===== config.mk =====
export PLATFORM = sky130hd
export DESIGN_NAME = i2s_tx_sched_flat
export DESIGN_NICKNAME = d
export VERILOG_FILES = /design/src/rtl/i2s_pkg.sv /design/src/rtl/i2s_tx_sched_if.sv /design/src/rtl/i2s_clk_div.sv /design/src/rtl/i2s_tx_sched.sv /design/src/flat_wrapper.sv
export SDC_FILE = /design/constraint.sdc
export NUM_CORES = 1
export LEC_CHECK = 0
export ABC_AREA = 0
export CAP_MARGIN = 30
export CORE_ASPECT_RATIO = 0.7
export CORE_MARGIN = 4
export CORE_UTILIZATION = 50
export DETAILED_ROUTE_END_ITERATION = 10
export GPL_TIMING_DRIVEN = 0
export PLACE_DENSITY = 0.84
export SLEW_MARGIN = 20
export SYNTH_ARGS = -nofsm -noshare
export SYNTH_HDL_FRONTEND = slang
export SYNTH_SLANG_ARGS = --single-unit

===== constraint.sdc =====
create_clock -name adc_clk -period 2.1 [get_ports adc_clk]
set_input_delay 0.21 -clock adc_clk [delete_from_list [all_inputs] [get_ports adc_clk]]
set_output_delay 0.21 -clock adc_clk [all_outputs]
set_load 0.1 [all_outputs]

===== src/rtl/i2s_pkg.sv =====
// Shared constants for the I2S transmit scheduler: frame geometry and FSM encoding.
package i2s_pkg;
  localparam int WIDTH_DEF    = 24;
  localparam int BCLK_DIV_DEF = 4;
  localparam int SLOT_BITS    = 32;
  localparam int FRAME_BITS   = 64;

  typedef enum logic {
    ST_IDLE = 1'b0,
    ST_RUN  = 1'b1
  } state_t;
endpackage


===== src/rtl/i2s_tx_sched_if.sv =====
// Sample handshake plus I2S serial lines between a sample source and the scheduler.
interface i2s_tx_sched_if
  import i2s_pkg::*;
#(
  parameter int WIDTH = WIDTH_DEF
);
  logic             s_valid;
  logic [WIDTH-1:0] s_left;
  logic [WIDTH-1:0] s_right;
  logic             s_ready;
  logic             i2s_bclk;
  logic             i2s_wclk;
  logic             i2s_sdata;

  modport master (
    output s_valid, s_left, s_right,
    input  s_ready, i2s_bclk, i2s_wclk, i2s_sdata
  );

  modport slave (
    input  s_valid, s_left, s_right,
    output s_ready, i2s_bclk, i2s_wclk, i2s_sdata
  );
endinterface


===== src/rtl/i2s_clk_div.sv =====
// Bit-clock divider and frame bit counter; bclk/wclk are registered copies of the next counts.
module i2s_clk_div
  import i2s_pkg::*;
#(
  parameter int BCLK_DIV = BCLK_DIV_DEF
)(
  input  logic adc_clk,
  input  logic adc_rst_n,
  input  logic run,
  output logic tick,
  output logic frame_end,
  output logic bclk,
  output logic wclk
);
  localparam int DW = $clog2(BCLK_DIV);
  localparam logic [DW-1:0] DIV_LAST = DW'(BCLK_DIV - 1);
  localparam logic [DW-1:0] DIV_HALF = DW'(BCLK_DIV / 2);
  localparam logic [5:0]    BIT_LAST = 6'(FRAME_BITS - 1);

  logic [DW-1:0] div_cnt, div_nxt;
  logic [5:0]    bit_cnt, bit_nxt;

  assign tick      = run && (div_cnt == DIV_LAST);
  assign frame_end = tick && (bit_cnt == BIT_LAST);

  always_comb begin
    div_nxt = '0;
    bit_nxt = '0;
    if (run) begin
      div_nxt = tick ? '0 : div_cnt + 1'b1;
      bit_nxt = tick ? bit_cnt + 6'd1 : bit_cnt;
    end
  end

  // Registering from the next-state values keeps bclk/wclk aligned with the counters
  always_ff @(posedge adc_clk or negedge adc_rst_n) begin
    if (!adc_rst_n) begin
      div_cnt <= '0;
      bit_cnt <= '0;
      bclk    <= 1'b0;
      wclk    <= 1'b0;
    end else begin
      div_cnt <= div_nxt;
      bit_cnt <= bit_nxt;
      bclk    <= (div_nxt >= DIV_HALF);
      wclk    <= bit_nxt[5];
    end
  end
endmodule


===== src/rtl/i2s_tx_sched.sv =====
// I2S stereo transmitter: one-entry sample buffer, frame loader with bypass/underrun, serializer.
module i2s_tx_sched
  import i2s_pkg::*;
#(
  parameter int WIDTH    = WIDTH_DEF,
  parameter int BCLK_DIV = BCLK_DIV_DEF
)(
  input  logic           adc_clk,
  input  logic           adc_rst_n,
  input  logic           en,
  i2s_tx_sched_if.slave  bus,
  output logic           frame_start,
  output logic           underrun,
  output logic [15:0]    underrun_cnt,
  output logic           busy
);
  // Zero padding after each word in its slot; WIDTH must stay <= SLOT_BITS-2
  localparam int PAD = SLOT_BITS - 1 - WIDTH;

  state_t                state;
  logic                  run, tick, frame_end, load, xfer, starve;
  logic                  buf_full, s_ready, sdata, bclk, wclk;
  logic [WIDTH-1:0]      buf_l, buf_r, src_l, src_r;
  logic [FRAME_BITS-1:0] frame, sh;

  assign run    = (state == ST_RUN);
  // A frame end with en low retires to IDLE without loading a new frame
  assign load   = en && ((state == ST_IDLE) || frame_end);
  assign xfer   = bus.s_valid && s_ready;
  assign starve = !buf_full && !bus.s_valid;

  always_comb begin
    src_l = '0;
    src_r = '0;
    if (buf_full) begin
      src_l = buf_l;
      src_r = buf_r;
    end else if (bus.s_valid) begin
      src_l = bus.s_left;
      src_r = bus.s_right;
    end
  end

  // Bit k of the frame sits at frame[63-k]; bit 0 of each slot is the I2S delay bit
  assign frame = {1'b0, src_l, {PAD{1'b0}}, 1'b0, src_r, {PAD{1'b0}}};

  i2s_clk_div #(.BCLK_DIV(BCLK_DIV)) u_div (
    .adc_clk   (adc_clk),
    .adc_rst_n (adc_rst_n),
    .run       (run),
    .tick      (tick),
    .frame_end (frame_end),
    .bclk      (bclk),
    .wclk      (wclk)
  );

  assign bus.s_ready   = s_ready;
  assign bus.i2s_bclk  = bclk;
  assign bus.i2s_wclk  = wclk;
  assign bus.i2s_sdata = sdata;

  always_ff @(posedge adc_clk or negedge adc_rst_n) begin
    if (!adc_rst_n) begin
      state        <= ST_IDLE;
      busy         <= 1'b0;
      buf_full     <= 1'b0;
      buf_l        <= '0;
      buf_r        <= '0;
      s_ready      <= 1'b1;
      sh           <= '0;
      sdata        <= 1'b0;
      frame_start  <= 1'b0;
      underrun     <= 1'b0;
      underrun_cnt <= '0;
    end else begin
      frame_start <= load;
      underrun    <= load && starve;
      if (load && starve && (underrun_cnt != 16'hFFFF))
        underrun_cnt <= underrun_cnt + 16'd1;

      case (state)
        ST_IDLE: if (en) begin
          state <= ST_RUN;
          busy  <= 1'b1;
        end
        ST_RUN: if (frame_end && !en) begin
          state <= ST_IDLE;
          busy  <= 1'b0;
        end
        default: begin
          state <= ST_IDLE;
          busy  <= 1'b0;
        end
      endcase

      // An offer on an empty-buffer load is consumed by the bypass, never buffered
      if (load && buf_full) begin
        buf_full <= 1'b0;
        s_ready  <= 1'b1;
      end else if (xfer && !load) begin
        buf_l    <= bus.s_left;
        buf_r    <= bus.s_right;
        buf_full <= 1'b1;
        s_ready  <= 1'b0;
      end

      if (load)
        sh <= frame;
      else if (tick)
        sh <= {sh[FRAME_BITS-2:0], 1'b0};

      if (tick)
        sdata <= frame_end ? 1'b0 : sh[FRAME_BITS-2];
    end
  end
endmodule

===== src/flat_wrapper.sv =====
// flat-port wrapper written by rule: the top's interface ports become plain ports
module i2s_tx_sched_flat import i2s_pkg::*;
#(
  parameter int WIDTH    = WIDTH_DEF,
  parameter int BCLK_DIV = BCLK_DIV_DEF
)
  (adc_clk, adc_rst_n, en, frame_start, underrun, underrun_cnt, busy, bus_s_valid, bus_s_left, bus_s_right, bus_s_ready, bus_i2s_bclk, bus_i2s_wclk, bus_i2s_sdata);
  i2s_tx_sched_if #(.WIDTH(WIDTH)) bus_i ();
  input  logic adc_clk;
  input  logic adc_rst_n;
  input  logic en;
  output logic frame_start;
  output logic underrun;
  output logic [15:0] underrun_cnt;
  output logic busy;
  input wire logic [$bits(bus_i.s_valid)-1:0] bus_s_valid;
  input wire logic [$bits(bus_i.s_left)-1:0] bus_s_left;
  input wire logic [$bits(bus_i.s_right)-1:0] bus_s_right;
  output wire logic [$bits(bus_i.s_ready)-1:0] bus_s_ready;
  output wire logic [$bits(bus_i.i2s_bclk)-1:0] bus_i2s_bclk;
  output wire logic [$bits(bus_i.i2s_wclk)-1:0] bus_i2s_wclk;
  output wire logic [$bits(bus_i.i2s_sdata)-1:0] bus_i2s_sdata;
  assign bus_i.s_valid = bus_s_valid;
  assign bus_i.s_left = bus_s_left;
  assign bus_i.s_right = bus_s_right;
  assign bus_s_ready = bus_i.s_ready;
  assign bus_i2s_bclk = bus_i.i2s_bclk;
  assign bus_i2s_wclk = bus_i.i2s_wclk;
  assign bus_i2s_sdata = bus_i.i2s_sdata;
  i2s_tx_sched #(.WIDTH(WIDTH), .BCLK_DIV(BCLK_DIV)) u_core (.adc_clk(adc_clk), .adc_rst_n(adc_rst_n), .en(en), .bus(bus_i), .frame_start(frame_start), .underrun(underrun), .underrun_cnt(underrun_cnt), .busy(busy));
endmodule

# Word level (Yosys, flattened, before mapping)
# Cells that the tools add are included.
word_totals:
  in_bits: 52
  output_inout_bits: 23
  wordCells: 67
  regBits: 143
op_classes:
  add_sub_neg: 3
  eq_ne: 6
  n_bitwise: 2
  n_reduce_logical: 19
  magnitude_cmp: 1
  muxes: 21
ops:
  columns: ["operator", "n"]
  rows:
  - ["63-bit two-way mux", 2]
  - ["24-bit two-way mux", 4]
  - ["16-bit by 1-bit adder with 16-bit output, second input constant", 1]
  - ["16-bit != test, second input constant", 1]
  - ["6-bit two-way mux", 2]
  - ["1-bit logical AND", 10]
  - ["1-bit two-way mux", 9]
  - ["6-bit by 1-bit adder with 6-bit output, second input constant", 1]
  - ["6-bit == test, second input constant", 1]
  - ["2-bit != test, second input constant", 3]
  - ["1-bit zero test", 4]
  - ["2-bit two-way mux", 2]
  - ["1-bit one-hot mux with 2 select lines", 2]
  - ["2-bit AND reduction", 2]
  - ["2-bit nonzero test", 2]
  - ["2-bit by 1-bit adder with 2-bit output, second input constant", 1]
  - ["2-bit == test, second input constant", 1]
  - ["2-bit greater-or-equal comparator, second input constant", 1]
  - ["1-bit NOT", 2]
  - ["1-bit logical OR", 1]

# Logic depth before layout (Yosys ltp)
# Gate-level depths: netlist of the first run.
depth:
  ltp_word: 9
  mapped_depth: 8
  depth_no_buf: 7

# Cells and area by module
# From an unflattened synthesis of the first run, not the netlist that was laid out.
hier_totals:
  cells_unflattened: 478
  hier_area_um2: 6063.3
by_module_without_submodules:
  columns: ["module", "cells_each", "area_per_inst_um2", "n_inst", "seq_area_each_um2"]
  rows:
  - ["i2s_tx_sched", 445, 5662.9, 1, 3179.3]
  - ["i2s_clk_div", 33, 400.4, 1, 200.2]

# Least setup slack after synthesis of the first run
# OpenSTA, ideal clock, no wires.
synth_timing:
  path_kind: "reg2reg"
  startpoint: "register, netlist name u_core.u_div.bclk"
  endpoint: "register u_core.underrun_cnt[13]"
  setup_ps: 160
  path_buffers: 2
  path_stages_with_launch: 9
  path_slack_ps: -547
  period_less_slack_ps: 2647
  arrival_time_ps: 2487
  required_time_ps: 1940
  path_cell_list: "dfrtp_1 ha_1 buf_2 and4_4 a21oi_4 nor4_4 buf_2 nand4_1 xnor2_1"
synth_lines:
  columns: ["item", "line_no", "rtl"]
  rows:
  - ["end signal: assignment", "i2s_tx_sched.sv:79", "underrun_cnt <= underrun_cnt + 16'd1;"]
  - ["end: declaration", "i2s_tx_sched.sv:14", "output logic [15:0] underrun_cnt,"]

# Final worst setup path of the first run
layout_timing:
  startpoint: "register u_core.u_div.bit_cnt[0]"
  endpoint: "register u_core.underrun_cnt[13]"
layout_via:
  elab_chain_cells: 6
layout_lines:
  columns: ["item", "line_no", "rtl"]
  rows:
  - ["start: declaration", "i2s_clk_div.sv:21", "logic [5:0] bit_cnt, bit_nxt;"]
  - ["start signal: assignment", "i2s_clk_div.sv:44", "bit_cnt <= bit_nxt;"]
  - ["6-bit == test", "i2s_clk_div.sv:24", "assign frame_end = tick && (bit_cnt == BIT_LAST);"]
  - ["1-bit logical AND", "i2s_clk_div.sv:24", null]
  - ["1-bit logical OR", "i2s_tx_sched.sv:28", "assign load = en && ((state == ST_IDLE) || frame_end);"]
  - ["1-bit logical AND", "i2s_tx_sched.sv:28", null]
  - ["1-bit logical AND (2 in a row)", "i2s_tx_sched.sv:78", "if (load && starve && (underrun_cnt != 16'hFFFF))"]
# Every way passes these cells.
# A chain may end at the register's enable or synchronous reset.

==> results of run 1 <==
## cell families (layout without fill, tap and decap cells)
group | Yosys count | count (layout) | share of synthesized area (%)
AO/OA/AOI/OAI | 113 | 113 | 13.9
XOR/XNOR | 16 | 16 | 2.36
adder cells (fa/ha/maj) | 3 | 3 | 0.633
buffers and inverters | 43 | 162 | 3.10
flip-flops | 135 | 135 | 57.0
multiplexers | 53 | 53 | 10.0
AND/OR/NAND/NOR | 172 | 172 | 13.0
## sequential cells by signal (all words and copies together) (netlist names)
| name | count |
|---|---|
| u_core.run | 1 |
| u_core.bus.s_ready | 1 |
| u_core.underrun | 1 |
| u_core.u_div.bclk | 1 |
| u_core.u_div.bit_cnt | 6 |
| u_core.u_div.div_cnt | 1 |
| u_core.buf_full | 1 |
| u_core.bus.i2s_sdata | 1 |
| u_core.busy | 1 |
| u_core.sh | 56 |
| u_core.underrun_cnt | 16 |
| u_core.buf_r | 24 |
| u_core.buf_l | 24 |
| u_core.frame_start | 1 |
## critical path, cell delays in order (launching register included)
cell	delay, ps
sky130_fd_sc_hd__dfrtp_1	390
sky130_fd_sc_hd__ha_1	180
sky130_fd_sc_hd__and4_4	260
sky130_fd_sc_hd__a21oi_4	80
sky130_fd_sc_hd__buf_6	130
sky130_fd_sc_hd__buf_6	110
sky130_fd_sc_hd__nor4_4	310
sky130_fd_sc_hd__buf_6	160
sky130_fd_sc_hd__buf_6	110
sky130_fd_sc_hd__nand4_1	100
sky130_fd_sc_hd__xnor2_1	150
## synthesized netlist by cell type (2+ instances only)
master | count | share of area, %
sky130_fd_sc_hd__dfrtp_1 | 134 | 57
sky130_fd_sc_hd__nand2_1 | 124 | 7.9
sky130_fd_sc_hd__a31oi_1 | 47 | 5.0
sky130_fd_sc_hd__a221oi_1 | 46 | 6.8
sky130_fd_sc_hd__mux2_2 | 43 | 8.2
sky130_fd_sc_hd__clkbuf_1 | 29 | 1.8
sky130_fd_sc_hd__xnor2_1 | 13 | 1.9
sky130_fd_sc_hd__a21oi_1 | 10 | 0.84
sky130_fd_sc_hd__buf_2 | 9 | 0.76
sky130_fd_sc_hd__mux2_1 | 9 | 1.7
sky130_fd_sc_hd__nand4_1 | 9 | 0.95
sky130_fd_sc_hd__nand3_1 | 7 | 0.59
sky130_fd_sc_hd__and2_1 | 6 | 0.63
sky130_fd_sc_hd__nor2_1 | 6 | 0.38
sky130_fd_sc_hd__and3_1 | 5 | 0.53
sky130_fd_sc_hd__o21ai_0 | 4 | 0.34
sky130_fd_sc_hd__ha_1 | 3 | 0.63
sky130_fd_sc_hd__nor2b_1 | 3 | 0.32
sky130_fd_sc_hd__xor2_1 | 3 | 0.44
sky130_fd_sc_hd__and4_1 | 2 | 0.30
sky130_fd_sc_hd__buf_1 | 2 | 0.13
sky130_fd_sc_hd__nand2b_1 | 2 | 0.21
sky130_fd_sc_hd__nor3_1 | 2 | 0.17
## per-stage QoR
stage	utilization (%)	hold WS, ps
floorplan	-	-85.6
global placement	61.5	479
detailed placement	61.8	86.0
CTS	67.6	245
global route	68.5	257
finish	68.5	240
## cells in the final DEF, fill, tap and decap left out, drive strengths merged, types with 3 or more instances in the layout
cell	count
xnor2	13
clkinv	3
dfrtp	134
nand4	9
nand2	124
mux2	52
clkinvlp	4
nor2	6
o21ai	4
and3	5
nand3	8
a31oi	47
and4	3
buf	27
nor2b	3
and2	6
clkdlybuf4s50	50
bufinv	3
xor2	3
clkbuf	50
ha	3
dlygate4sd2	23
a221oi	46
a21oi	11
## area by class of cell
| class | count | area (um^2) |
|---|---|---|
| fillers | 804 | 3560 |
| flip-flops and latches | 135 | 3400 |
| multi-input cells | 357 | 2410 |
| repair buffers | 90 | 875 |
| clock buffers | 22 | 494 |
| plain buffers | 39 | 210 |
| well taps | 153 | 191 |
| clock inverters | 10 | 143 |
| inverters | 1 | 3.75 |
## metal layers
layer	global-route usage (%)	vias up	routed length [um]	share of wire, %
met1	30.1	2490	6720	43
met4	9.26	0	299	1.9
met3	6.39	33	1070	6.9
met5	0	-	0	0
li1	-	2173	-	-
met2	36.2	213	7470	48
## final timing paths
check,startpoint,to,slack [ps],depth (start not counted)
setup / recovery,u_core.u_div.bit_cnt[0],u_core.underrun_cnt[13],-9,10
hold / removal,adc_rst_n,u_core.buf_r[11],240,2
setup reg to reg,u_core.u_div.bit_cnt[0],u_core.underrun_cnt[13],-9,10
hold reg to reg,u_core.u_div.div_cnt[0],u_core.u_div.div_cnt[0],490,1
max in group asynchronous,adc_rst_n,u_core.u_div.bclk,1060,3
min in group adc_clk,bus_s_left[3],u_core.buf_l[3],430,2
## report_power, final
group | switching (W) | internal (W)
combinational | 0.00105 | 0.000582
sequential | 0.000259 | 0.00299
clock | 0.00115 | 0.00203
total | 0.00246 | 0.00560
## repair_timing
| action | 4_1_cts | 5_1_grt |
|---|---|---|
| setup endpoints to repair | 119 | 67 |
| hold endpoints to repair | 31 | 0 |
| gates resized for setup | 33 | 24 |
| pin swaps | 4 | 5 |
| hold buffers | 1 | 0 |
| buffers inserted | 3 | 11 |
==> run summary, run 1 <==
## Status
• run status: finished with violations
• failing checks: setup timing

## STA
• setup repair after global routing missed its margin: yes
• final setup vio count: 1
• Final Max Slew Viols: 0
• Peak Freq: 474 MHz
• headroom to the max-slew limit: 34.5%
• setup_tns: -9.00 ps
• Tcrit/Tclk final: 100%
• min cycle time layout: 2110 ps
• Fin Clk Skew: 10.3 ps
• slew of the pin with the lowest slew margin: 986 ps
• worst setup margin: -9.00 ps
• final hold vios: 0

## Clock network
• H-tree Lvls: 4
• clock tree from TritonCTS: done
• Sink Count: 135
• master cell of the clock root buffer: sky130_fd_sc_hd__clkbuf_16
• maximum count of clock buffers along a single path: 2
• clock slew at reported path FFs: 60 ps
• cts bufs inserted: 17
• Clock Latency Late Sink: 420 ps

## Final layout
• final non-filler cell area: 0.00773 mm^2
• final-stage net count: 696
• post-layout instance count excluding filler cells: 807
• number of inserted diodes: 0
• signed area change from the synthesized netlist to the final layout: 30.4%
• ratio of cells with drive above 1 in the final layout: 22.0%

## Drt
• post-DR vias/cell: 6.08
• total number of vias: 4909
• violation count after the first detailed-route iteration: 440
• drt total wl: 15.6 mm
• mean routed wirelength per cell: 19.3 um
• total DRC errors in the routed layout: 0
• number of detailed-route iterations in the first pass: 6
• final antenna-violating net count: 0

## Placed design
• gpl congestion: 0.833
• area post-placement: 0.00697 mm^2
• number of cells in the design after placement: 763
• setup slack after placement: -327 ps
• placed wire-length estimate after detailed placement: 9.82 mm
• port bufs: 74

## Yosys
• fraction of synthesis flops using an asynchronous set or reset pin: 100%
• number of instances in the synthesized netlist: 535
• sequential-to-total area share from yosys stat: 57.0%
• total number of yosys warnings: 0
• Syn Std Cell Area: 0.00593 mm^2
• FF+latch count, synth: 135
• Main synth FF type: sky130_fd_sc_hd__dfrtp_1
• syn_area_per_cell: 11.1 um^2
• number of enable flip-flop cells after synthesis: 0
• synth unique cells: 40
• number of nets in the synthesized netlist: 590

## Global routing
• aggregate global routing overflow: 0
• antenna violations before repair: 0
• global-route wire length before repair: 25.0 mm
• pin count of the biggest net entering global routing: 105
• via count of the first global-routing pass: 4920
• global-route usage over all layers: 22.8%

## Worst setup path
• Worst Path Arrival: 2410 ps
• WS Path Type: flip-flop to flip-flop
• Critical Path Start Type: flip-flop
• maximum fanout along the worst path: 4
• required time reported for the critical path endpoint: 2410 ps
• CP Capture Type: flip-flop

## Floorplanning
• die height: 99.1 um
• IO Count: 75
• core area: 0.0113 mm^2
• Std-Cell Rows: 32
• die width: 138 um
• starting density of the core: 52.5%
• die footprint: 0.0137 mm^2

## Power
• leakage power summed over all cells: 3.58 nW
• maximum vdd ir drop: 0.731 mV
• total power per unit cell area: 1040 mW/mm^2
• total power consumption of the routed design: 0.00805 W

## Hold path
• worst min-delay path category: input pin to asynchronous set/reset pin

## Run
• number of violations of the max-capacitance limit: 0

(Power assumes the default switching activity.)
==> run 2, diff against run 1 <==
Settings changed: CORE_ASPECT_RATIO 0.7 to unset.
==> run summary, run 2 (synthesis gave the netlist of run 1 again) <==
## Drt
• final antenna-violating net count: 0
• total number of vias: 4849
• mean routed wirelength per cell: 18.7 um
• post-DR vias/cell: 6.13
• drt total wl: 14.8 mm
• violation count after the first detailed-route iteration: 506
• total DRC errors in the routed layout: 0
• number of detailed-route iterations in the first pass: 5

## Clock network
• cts bufs inserted: 17
• master cell of the clock root buffer: sky130_fd_sc_hd__clkbuf_16
• clock tree from TritonCTS: done
• maximum count of clock buffers along a single path: 2
• Sink Count: 135
• Clock Latency Late Sink: 410 ps
• H-tree Lvls: 4
• clock slew at reported path FFs: 60 ps

## Worst setup path
• required time reported for the critical path endpoint: 2400 ps
• CP Capture Type: flip-flop
• Critical Path Start Type: flip-flop
• crit path max-delay cell type: sky130_fd_sc_hd__dfrtp_4
• most common cell type on the critical path: sky130_fd_sc_hd__buf_8
• WS Path Type: flip-flop to flip-flop
• longest individual stage delay on the worst path: 480 ps
• Worst Path Arrival: 2340 ps
• CP Cell Sequence: ha_4, buf_6, and4_4, a21oi_4, nand3_4, buf_8, buf_8, mux2_4
• maximum fanout along the worst path: 10

## Final layout
• most common cell after layout, fill and taps aside: sky130_fd_sc_hd__nand2_1
• largest registers ranked by flip-flop count: u_core.sh (56), u_core.buf_l (24), u_core.buf_r (24)
• final-stage net count: 690
• most used cells in the layout excluding fill and tap cells: 124 x sky130_fd_sc_hd__nand2_1, 121 x sky130_fd_sc_hd__dfrtp_1, 50 x sky130_fd_sc_hd__clkdlybuf4s50_1
• final non-filler cell area: 0.00764 mm^2
• number of inserted diodes: 0
• ratio of cells with drive above 1 in the final layout: 21.1%
• signed area change from the synthesized netlist to the final layout: 28.9%
• number of fill cells in the layout: 833
• max reg flops: 56
• Most flops, register: u_core.sh

## STA
• final hold vios: 0
• Peak Freq: 488 MHz
• final setup vio count: 0
• Tcrit/Tclk final: 97.6%
• Final Max Slew Viols: 0
• setup repair after global routing missed its margin: yes
• Fin Clk Skew: 10.2 ps
• Worst Hold Slack: 304 ps
• headroom to the max-slew limit: 35.3%
• slew of the pin with the lowest slew margin: 969 ps
• min cycle time layout: 2050 ps

## Power
• internal power summed over all cells: 0.00548 W
• sw power: 0.00233 W
• total power per unit cell area: 1020 mW/mm^2
• maximum vdd ir drop: 0.859 mV
• power share of the combinational group: 20.3%
• relative contribution of the clock network to total power: 38.3%
• Reg power frac: 41.4%
• total power consumption of the routed design: 0.00781 W
• leakage power summed over all cells: 3.57 nW
• Sw Share: 29.8%

## Floorplanning
• die height: 117 um
• die width: 117 um
• starting density of the core: 51.5%
• Std-Cell Rows: 39
• IO Count: 75
• die footprint: 0.0137 mm^2
• core area: 0.0115 mm^2

## Placed design
• area post-placement: 0.00696 mm^2
• placed wire-length estimate after detailed placement: 9.41 mm
• port bufs: 74
• gpl congestion: 0.818

## Global routing
• aggregate global routing overflow: 0
• antenna violations before repair: 0
• pin count of the biggest net entering global routing: 82
• global-route wire length before repair: 24.3 mm
• via count of the first global-routing pass: 5018
• global-route usage over all layers: 22.7%

## Status
• run status: finished clean

## Run
• number of violations of the max-capacitance limit: 0

## Hold path
• worst min-delay path category: input pin to asynchronous set/reset pin

==> run 2: cell types whose count changed in the layout (fill, tap and decap cells not counted), sizes merged <==
cell and delta:
buf -10, clkbuf +6, clkinv +1, clkinvlp -2, dlygate4sd2 -3, dlymetal6s2s +2
==> run 2: area by class of cell <==
cell class                      instances  area, um^2  area share [%]
Clock buffer                           23         468            6.12
Tap cell                              143         179            2.34
Clock inverter                          9         125            1.64
Inverter                                1        3.75          0.0491
Timing Repair Buffer                   82         816            10.7
Multi-Input combinational cell        357        2420            31.6
Buffer                                 41         234            3.06
Sequential cell                       135        3400            44.5
==> run 2: path summary, 6_finish.rpt <==
kind	start	endpoint	slack, ps	depth (start not counted)
hold / removal	adc_rst_n	u_core.underrun_cnt[5]	300	2
max in group asynchronous	adc_rst_n	u_core.sh[62]	1070	3
setup / recovery	u_core.u_div.bclk	u_core.buf_r[10]	50	8
setup reg to reg	u_core.u_div.bclk	u_core.buf_r[10]	50	8
hold reg to reg	u_core.bus.i2s_sdata	u_core.bus.i2s_sdata	470	2
min in group adc_clk	bus_s_left[13]	u_core.buf_l[13]	440	2
==> run 2: power groups by stage <==
stage / clock [W] / sequential (W) / combinational [W]
global placement: 0 / 0.00325 / 0.00147
CTS: 0.00303 / 0.00323 / 0.00156
finish: 0.00299 / 0.00323 / 0.00159
detailed placement: 0 / 0.00326 / 0.00153
global route: 0.00314 / 0.00327 / 0.00177
floorplan: 0 / 0.00337 / 0.000904
==> run 2: timing repair <==
item / in CTS / in global routing
endpoints found under the setup margin: 119 / 68
resized for setup: 29 / 34
hold endpoints to repair: 53 / 0
pin swaps: 1 / 3
buffers inserted: 2 / 4
hold buffers: 1 / 0
==> run 2: through the flow <==
stage / setup WS (ps) / utilization, % / cells / setup TNS (ps)
floorplan: -114 / - / 535 / -1110
global placement: -5110 / 60.2 / 752 / -586630
detailed placement: -325 / 60.5 / 753 / -15220
CTS: 2.92 / 65.8 / 788 / 0
global route: -6.61 / 66.4 / 791 / -27.8
finish: 50.7 / 66.4 / 791 / 0
==> run 2: metal layers <==
layer / track usage (%) / share of wire [%] / vias up / wire [um]
li1: - / - / 2165 / -
met1: 29.5 / 42 / 2446 / 6250
met2: 36.7 / 49 / 201 / 7300
met3: 4.58 / 5.7 / 37 / 838
met4: 10.6 / 2.7 / 0 / 400
met5: 0 / 0 / - / 0
==> run 2: worst max-delay path: cells and delay by family, from the launching register on <==
| kind | cells | cell delay, ps |
|---|---|---|
| AOI/OAI and AO/OA | 1 | 250 |
| adders and majority gates | 1 | 160 |
| DFF | 1 | 480 |
| muxes | 1 | 300 |
| and+or+nand+nor | 2 | 300 |
| buffers and inverters | 3 | 420 |
